==> src/rtl/apb_uart_pkg.sv <==
// Shared types and widths for the two-requester APB arbiter.
package apb_uart_pkg;
  typedef enum logic [1:0] {
    IDLE   = 2'd0,
    SETUP  = 2'd1,
    ACCESS = 2'd2
  } state_t;

  localparam int DATA_W = 8;
  localparam int ADDR_W = 2;
  localparam int CS_W   = 2;
endpackage

==> src/rtl/apb_uart_arbiter_rr.sv <==
// Two-way round-robin grant: masked requests, pointer breaks ties (0 favours requester 0).
module rr_arbiter2 (
  input  logic [1:0] req,
  input  logic [1:0] mask,
  input  logic       ptr,
  output logic [1:0] grant
);
  logic [1:0] eff_s;

  // One-hot grant from the unmasked requests
  always_comb begin
    eff_s = req & ~mask;
    grant = 2'b00;
    case (eff_s)
      2'b11:   grant = ptr ? 2'b10 : 2'b01;
      default: grant = eff_s;
    endcase
  end
endmodule

==> src/rtl/apb_uart_arbiter.sv <==
// APB master shared by two requesters with round-robin arbitration.
// Optional ACCESS timeout abort is enabled by defining APB_TIMEOUT_EN.
module apb_uart_arbiter
  import apb_uart_pkg::*;
#(
  parameter int TIMEOUT_CYCLES = 16
) (
  input  logic                pclk,
  input  logic                preset,
  input  logic [1:0]          req_valid,
  input  logic [1:0]          req_write,
  input  logic [2*ADDR_W-1:0] req_addr,
  input  logic [2*DATA_W-1:0] req_wdata,
  input  logic [2*CS_W-1:0]   req_cs,
  output logic [1:0]          req_done,
  output logic [DATA_W-1:0]   req_rdata,
  output logic                req_err,
  output logic                psel,
  output logic                penable,
  output logic                pwrite,
  output logic [ADDR_W-1:0]   paddr,
  output logic [DATA_W-1:0]   pwdata,
  output logic [CS_W-1:0]     pcs,
  input  logic [DATA_W-1:0]   prdata,
  input  logic                pready
);
  state_t     state_r, state_nxt_s;
  logic [1:0] gnt_s;
  logic       gidx_s;
  logic       gnt_idx_r;
  logic       ptr_r;
  logic       take_s, complete_s, abort_s, timeout_hit_s;

  // A requester whose done pulse is visible this cycle is kept out of arbitration
  rr_arbiter2 u_rr (
    .req   (req_valid),
    .mask  (req_done),
    .ptr   (ptr_r),
    .grant (gnt_s)
  );

  assign gidx_s = gnt_s[1];

  // FSM state register
  always_ff @(posedge pclk or posedge preset) begin
    if (preset) state_r <= IDLE;
    else        state_r <= state_nxt_s;
  end

  // Next state and transition strobes
  always_comb begin
    state_nxt_s = state_r;
    take_s      = 1'b0;
    complete_s  = 1'b0;
    abort_s     = 1'b0;
    case (state_r)
      IDLE: begin
        if (|gnt_s) begin
          state_nxt_s = SETUP;
          take_s      = 1'b1;
        end else begin
          state_nxt_s = IDLE;
        end
      end
      SETUP: state_nxt_s = ACCESS;
      ACCESS: begin
        if (pready) begin
          state_nxt_s = IDLE;
          complete_s  = 1'b1;
        end else if (timeout_hit_s) begin
          state_nxt_s = IDLE;
          abort_s     = 1'b1;
        end else begin
          state_nxt_s = ACCESS;
        end
      end
      default: state_nxt_s = IDLE;
    endcase
  end

  // Registered APB outputs, grant latch, pointer and completion pulse
  always_ff @(posedge pclk or posedge preset) begin
    if (preset) begin
      psel      <= 1'b0;
      penable   <= 1'b0;
      pwrite    <= 1'b0;
      paddr     <= {ADDR_W{1'b0}};
      pwdata    <= {DATA_W{1'b0}};
      pcs       <= {CS_W{1'b0}};
      req_done  <= 2'b00;
      req_rdata <= {DATA_W{1'b0}};
      gnt_idx_r <= 1'b0;
      ptr_r     <= 1'b0;
    end else begin
      req_done <= 2'b00;
      if (take_s) begin
        psel      <= 1'b1;
        penable   <= 1'b0;
        gnt_idx_r <= gidx_s;
        ptr_r     <= gnt_s[0];
        pwrite    <= req_write[gidx_s];
        paddr     <= req_addr[{gidx_s, 1'b0} +: ADDR_W];
        pwdata    <= req_wdata[{gidx_s, 3'b000} +: DATA_W];
        pcs       <= req_cs[{gidx_s, 1'b0} +: CS_W];
      end else if (state_r == SETUP) begin
        penable <= 1'b1;
      end else if (complete_s || abort_s) begin
        psel     <= 1'b0;
        penable  <= 1'b0;
        req_done <= gnt_idx_r ? 2'b10 : 2'b01;
        if (abort_s)      req_rdata <= {DATA_W{1'b0}};
        else if (!pwrite) req_rdata <= prdata;
      end
    end
  end

`ifdef APB_TIMEOUT_EN
  localparam int TMO_W = $clog2(TIMEOUT_CYCLES + 1);
  logic [TMO_W-1:0] tmo_cnt_r;

  assign timeout_hit_s = (tmo_cnt_r == TMO_W'(TIMEOUT_CYCLES - 1));

  // Counts consecutive not-ready ACCESS cycles
  always_ff @(posedge pclk or posedge preset) begin
    if (preset)                          tmo_cnt_r <= {TMO_W{1'b0}};
    else if (state_r != ACCESS)          tmo_cnt_r <= {TMO_W{1'b0}};
    else if (!pready && !timeout_hit_s)  tmo_cnt_r <= tmo_cnt_r + 1'b1;
    else                                 tmo_cnt_r <= {TMO_W{1'b0}};
  end

  // Error flag pulses alongside the abort done
  always_ff @(posedge pclk or posedge preset) begin
    if (preset) req_err <= 1'b0;
    else        req_err <= abort_s;
  end
`else
  assign timeout_hit_s = 1'b0;
  assign req_err       = 1'b0;
`endif
endmodule
==> config.mk <==
export PLATFORM = sky130hd
export DESIGN_NAME = apb_uart_arbiter
export DESIGN_NICKNAME = d
export VERILOG_FILES = /design/src/rtl/apb_uart_pkg.sv /design/src/rtl/apb_uart_arbiter_rr.sv /design/src/rtl/apb_uart_arbiter.sv
export SDC_FILE = /design/constraint.sdc
export NUM_CORES = 1
export LEC_CHECK = 0
export BUFFER_PORTS_ARGS = -buffer_cell sky130_fd_sc_hd__clkbuf_2
export CORE_MARGIN = 2
export CORE_UTILIZATION = 35
export DETAILED_ROUTE_END_ITERATION = 8
export PLACE_DENSITY = 0.66
export SLEW_MARGIN = 20
export SYNTH_ARGS = -nofsm -noshare
export SYNTH_HDL_FRONTEND = slang
export SYNTH_SLANG_ARGS = --single-unit
==> constraint.sdc <==
create_clock -name pclk -period 2.8 [get_ports pclk]
set_input_delay 0.14 -clock pclk [delete_from_list [all_inputs] [get_ports pclk]]
set_output_delay 0.14 -clock pclk [all_outputs]
set_load 0.01 [all_outputs]
==> results.json <==
{
  "run_status": "finished clean",
  "wl_met1_um": 1110,
  "num_vias": 1046,
  "wire_per_inst_um": 11.5,
  "firstDrtPassIters": 4,
  "finalCriticalPeriod_ps": 1470,
  "finalHoldViolations": 0,
  "grtUsageTotal": 0.143,
  "endpoint_kind": "flip-flop",
  "area_delta_synth_final_pct": 30.5,
  "yosysWarnings": 0,
  "worst_ep_required_time_ps": 2990,
  "drive_above_1_share": 0.524,
  "finClkSkew_ps": 5.43,
  "avgSynthCellArea_um2": 11.1,
  "ff2ff_setup_slack_ps": 1330,
  "ys_ff_latch": 29,
  "overflow": 0,
  "rsz0062_at_grt": "false",
  "setup_viol": 0,
  "dp_cells": 227,
  "cts_tree": "built",
  "clk_pin_slew_ps": 60,
  "max_slew_margin": 0.607,
  "antenna_cells": 0,
  "htree_levels": 2,
  "drtIter0Drc": 28,
  "p_leak_uw": 0.000883,
  "synth_area_mm2": 0.00135,
  "topRoutingLayerUsed": "met4",
  "grt_pass1_wl_um": 4550,
  "ys_types": 21,
  "crit_path_cell_trace": "nor2_2, o21ai_2, inv_2, nor2_1, a31oi_2",
  "grt_max_degree": 30,
  "fin_cells": 235,
  "final_common_cell": "clkbuf_2",
  "vdd_drop_max_uv": 464,
  "tightest_slew_ps": 589,
  "nets": 226,
  "grt_pass1_vias": 1027,
  "worstSkewPairLatency_ps": 270,
  "final.setup.tns_ps": 0,
  "die-area_mm2": 0.00437,
  "worstReg2RegStart": "state_r[1]",
  "cts_root_buffer": "clkbuf_8",
  "finalCritPeriodShare": 0.525,
  "cts_buffers": 5,
  "slowest_delay_ps": 450,
  "final_cell_mix": "clkbuf_2 (63), nand2_1 (29), dfrtp_1 (29)",
  "yosysSeqAreaShare": 0.538,
  "antenna_found_initial": 0,
  "postSynthCellCount": 122,
  "ant_nets": 0,
  "dr_wl_met3_um": 268,
  "path_max_fanout": 29,
  "critPathSlowestCell": "dfrtp_1",
  "drv_cap": 0,
  "hp-start": "req_wdata[9]",
  "hold_path_end": "pwdata[1]",
  "crit_family": "flip-flops",
  "drc": 0,
  "startpoint_type": "flip-flop",
  "wl_um": 2700,
  "io_buffers": 63,
  "post-cts-setup-buffers": 0,
  "rows": 22,
  "cts.sinks": 29,
  "finalMaxSlewViolations": 0,
  "rr_worst_depth": 5,
  "gp_congestion": 0.740,
  "start_util": 0.366,
  "critPathKind": "flip-flop to flip-flop",
  "r2r-end": "pwdata[7]",
  "ios": 65,
  "viasPerCell": 4.45,
  "synth_nets": 161,
  "met2WireLength_um": 1270,
  "die_h_um": 66.1,
  "hold_class": "input pin to flip-flop",
  "worst-path-buf-inv": 1,
  "die_w_um": 66.1,
  "clock.fmax_mhz": 680,
  "hold_slack_ps": 100,
  "core-area_mm2": 0.00369,
  "power_density_mw_per_mm2": 1040,
  "hold_depth": 3,
  "arrival_ps": 1660,
  "dp_hpwl_um": 2060,
  "clock_path_buffers": 2,
  "post_cts_resized": 0
}
==> Yosys cell counts <==
cell	instances	area, µm²
dfrtp_1	29	726
nand2_1	29	109
nor2_1	16	60.1
a31oi_2	9	113
mux2_2	9	101
a31oi_1	5	31.3
a21oi_1	3	15.0
buf_4	3	22.5
inv_1	3	11.3
buf_6	2	22.5
nor2b_4	2	27.5
o21ai_0	2	10.0
o21ai_2	2	17.5
buf_8	1	15.0
conb_1	1	3.75
inv_2	1	3.75
nand2b_4	1	13.8
nand3b_4	1	20.0
nor2_2	1	6.26
nor2_4	1	11.3
o21a_2	1	8.76
==> worst reg2reg max path: stages (launching register included) <==
cell and delay (ps):
dfrtp_1 450, nor2_2 190, o21ai_2 100, inv_2 390, nor2_1 120, a31oi_2 150
==> how the worst max path moves through the flow <==
stage                     startpoint            to  slack [ps]  cells past startpoint
final                     state_r[1]     pwdata[7]        1330                      5
after floorplan           state_r[0]  req_rdata[0]        1560                      3
after global routing      state_r[1]     pwdata[0]        1170                      5
after global placement    state_r[1]      paddr[1]        1350                      5
after detailed placement  state_r[1]     pwdata[0]        1320                      5
after CTS                 state_r[1]     pwdata[0]        1300                      5
==> power by group <==
part | leakage [µW] | internal [µW] | switching, µW
Combinational | 0.000498 | 346 | 409
Clock | 0.0000443 | 194 | 138
Sequential | 0.000340 | 622 | 131
Total | 0.000883 | 1160 | 677
==> through the flow <==
stage | power, µW | cell area [µm²] | utilization | worst slack (ps)
3_5_place_dp | 1530 | 1660 | 0.451 | 1320
3_3_place_gp | 1510 | 1660 | 0.451 | 1350
4_1_cts | 1880 | 1760 | 0.477 | 1300
6_report | 1840 | 1760 | 0.477 | 1330
2_1_floorplan | 1310 | 1350 | - | 1560
5_1_grt | 2000 | 1760 | 0.477 | 1170
==> metal layers <==
layer | up-vias | GRT usage
met5 | - | 0
met4 | 0 | 0.0689
met3 | 5 | 0.0630
met2 | 51 | 0.230
met1 | 453 | 0.161
li1 | 537 | -
==> area by class of cell <==
| type | count | area (µm²) |
|---|---|---|
| multi-input combinational | 83 | 548 |
| sequential | 29 | 726 |
| tap | 48 | 60.1 |
| fill | 366 | 1930 |
| clock buffer | 7 | 86.3 |
| inverter | 4 | 15.0 |
| timing repair buffer | 64 | 325 |
==> what timing repair did <==
item,4_1_cts,5_1_grt
endpoints found under the setup margin,0,0
endpoints found under the hold margin,29,0
hold buffers,1,0
==> kinds of logic (layout without fill, tap and decap cells) <==
| family | Yosys count | count (layout) | synth area share |
|---|---|---|---|
| buffers and inverters | 10 | 75 | 0.0556 |
| AND/OR/NAND/NOR | 51 | 51 | 0.184 |
| AO/OA/AOI/OAI | 22 | 22 | 0.145 |
| other | 1 | 1 | 0.00278 |
| flip-flops | 29 | 29 | 0.538 |
| multiplexers | 9 | 9 | 0.0751 |
==> sequential cells by signal, indices dropped and copies added (netlist names) <==
name	count
pwdata	8
req_rdata	8
paddr	2
pcs	2
req_done	2
state_r	2
gnt_idx_r	1
penable	1
psel	1
ptr_r	1
pwrite	1
Power figures use the tool's default switching activity.
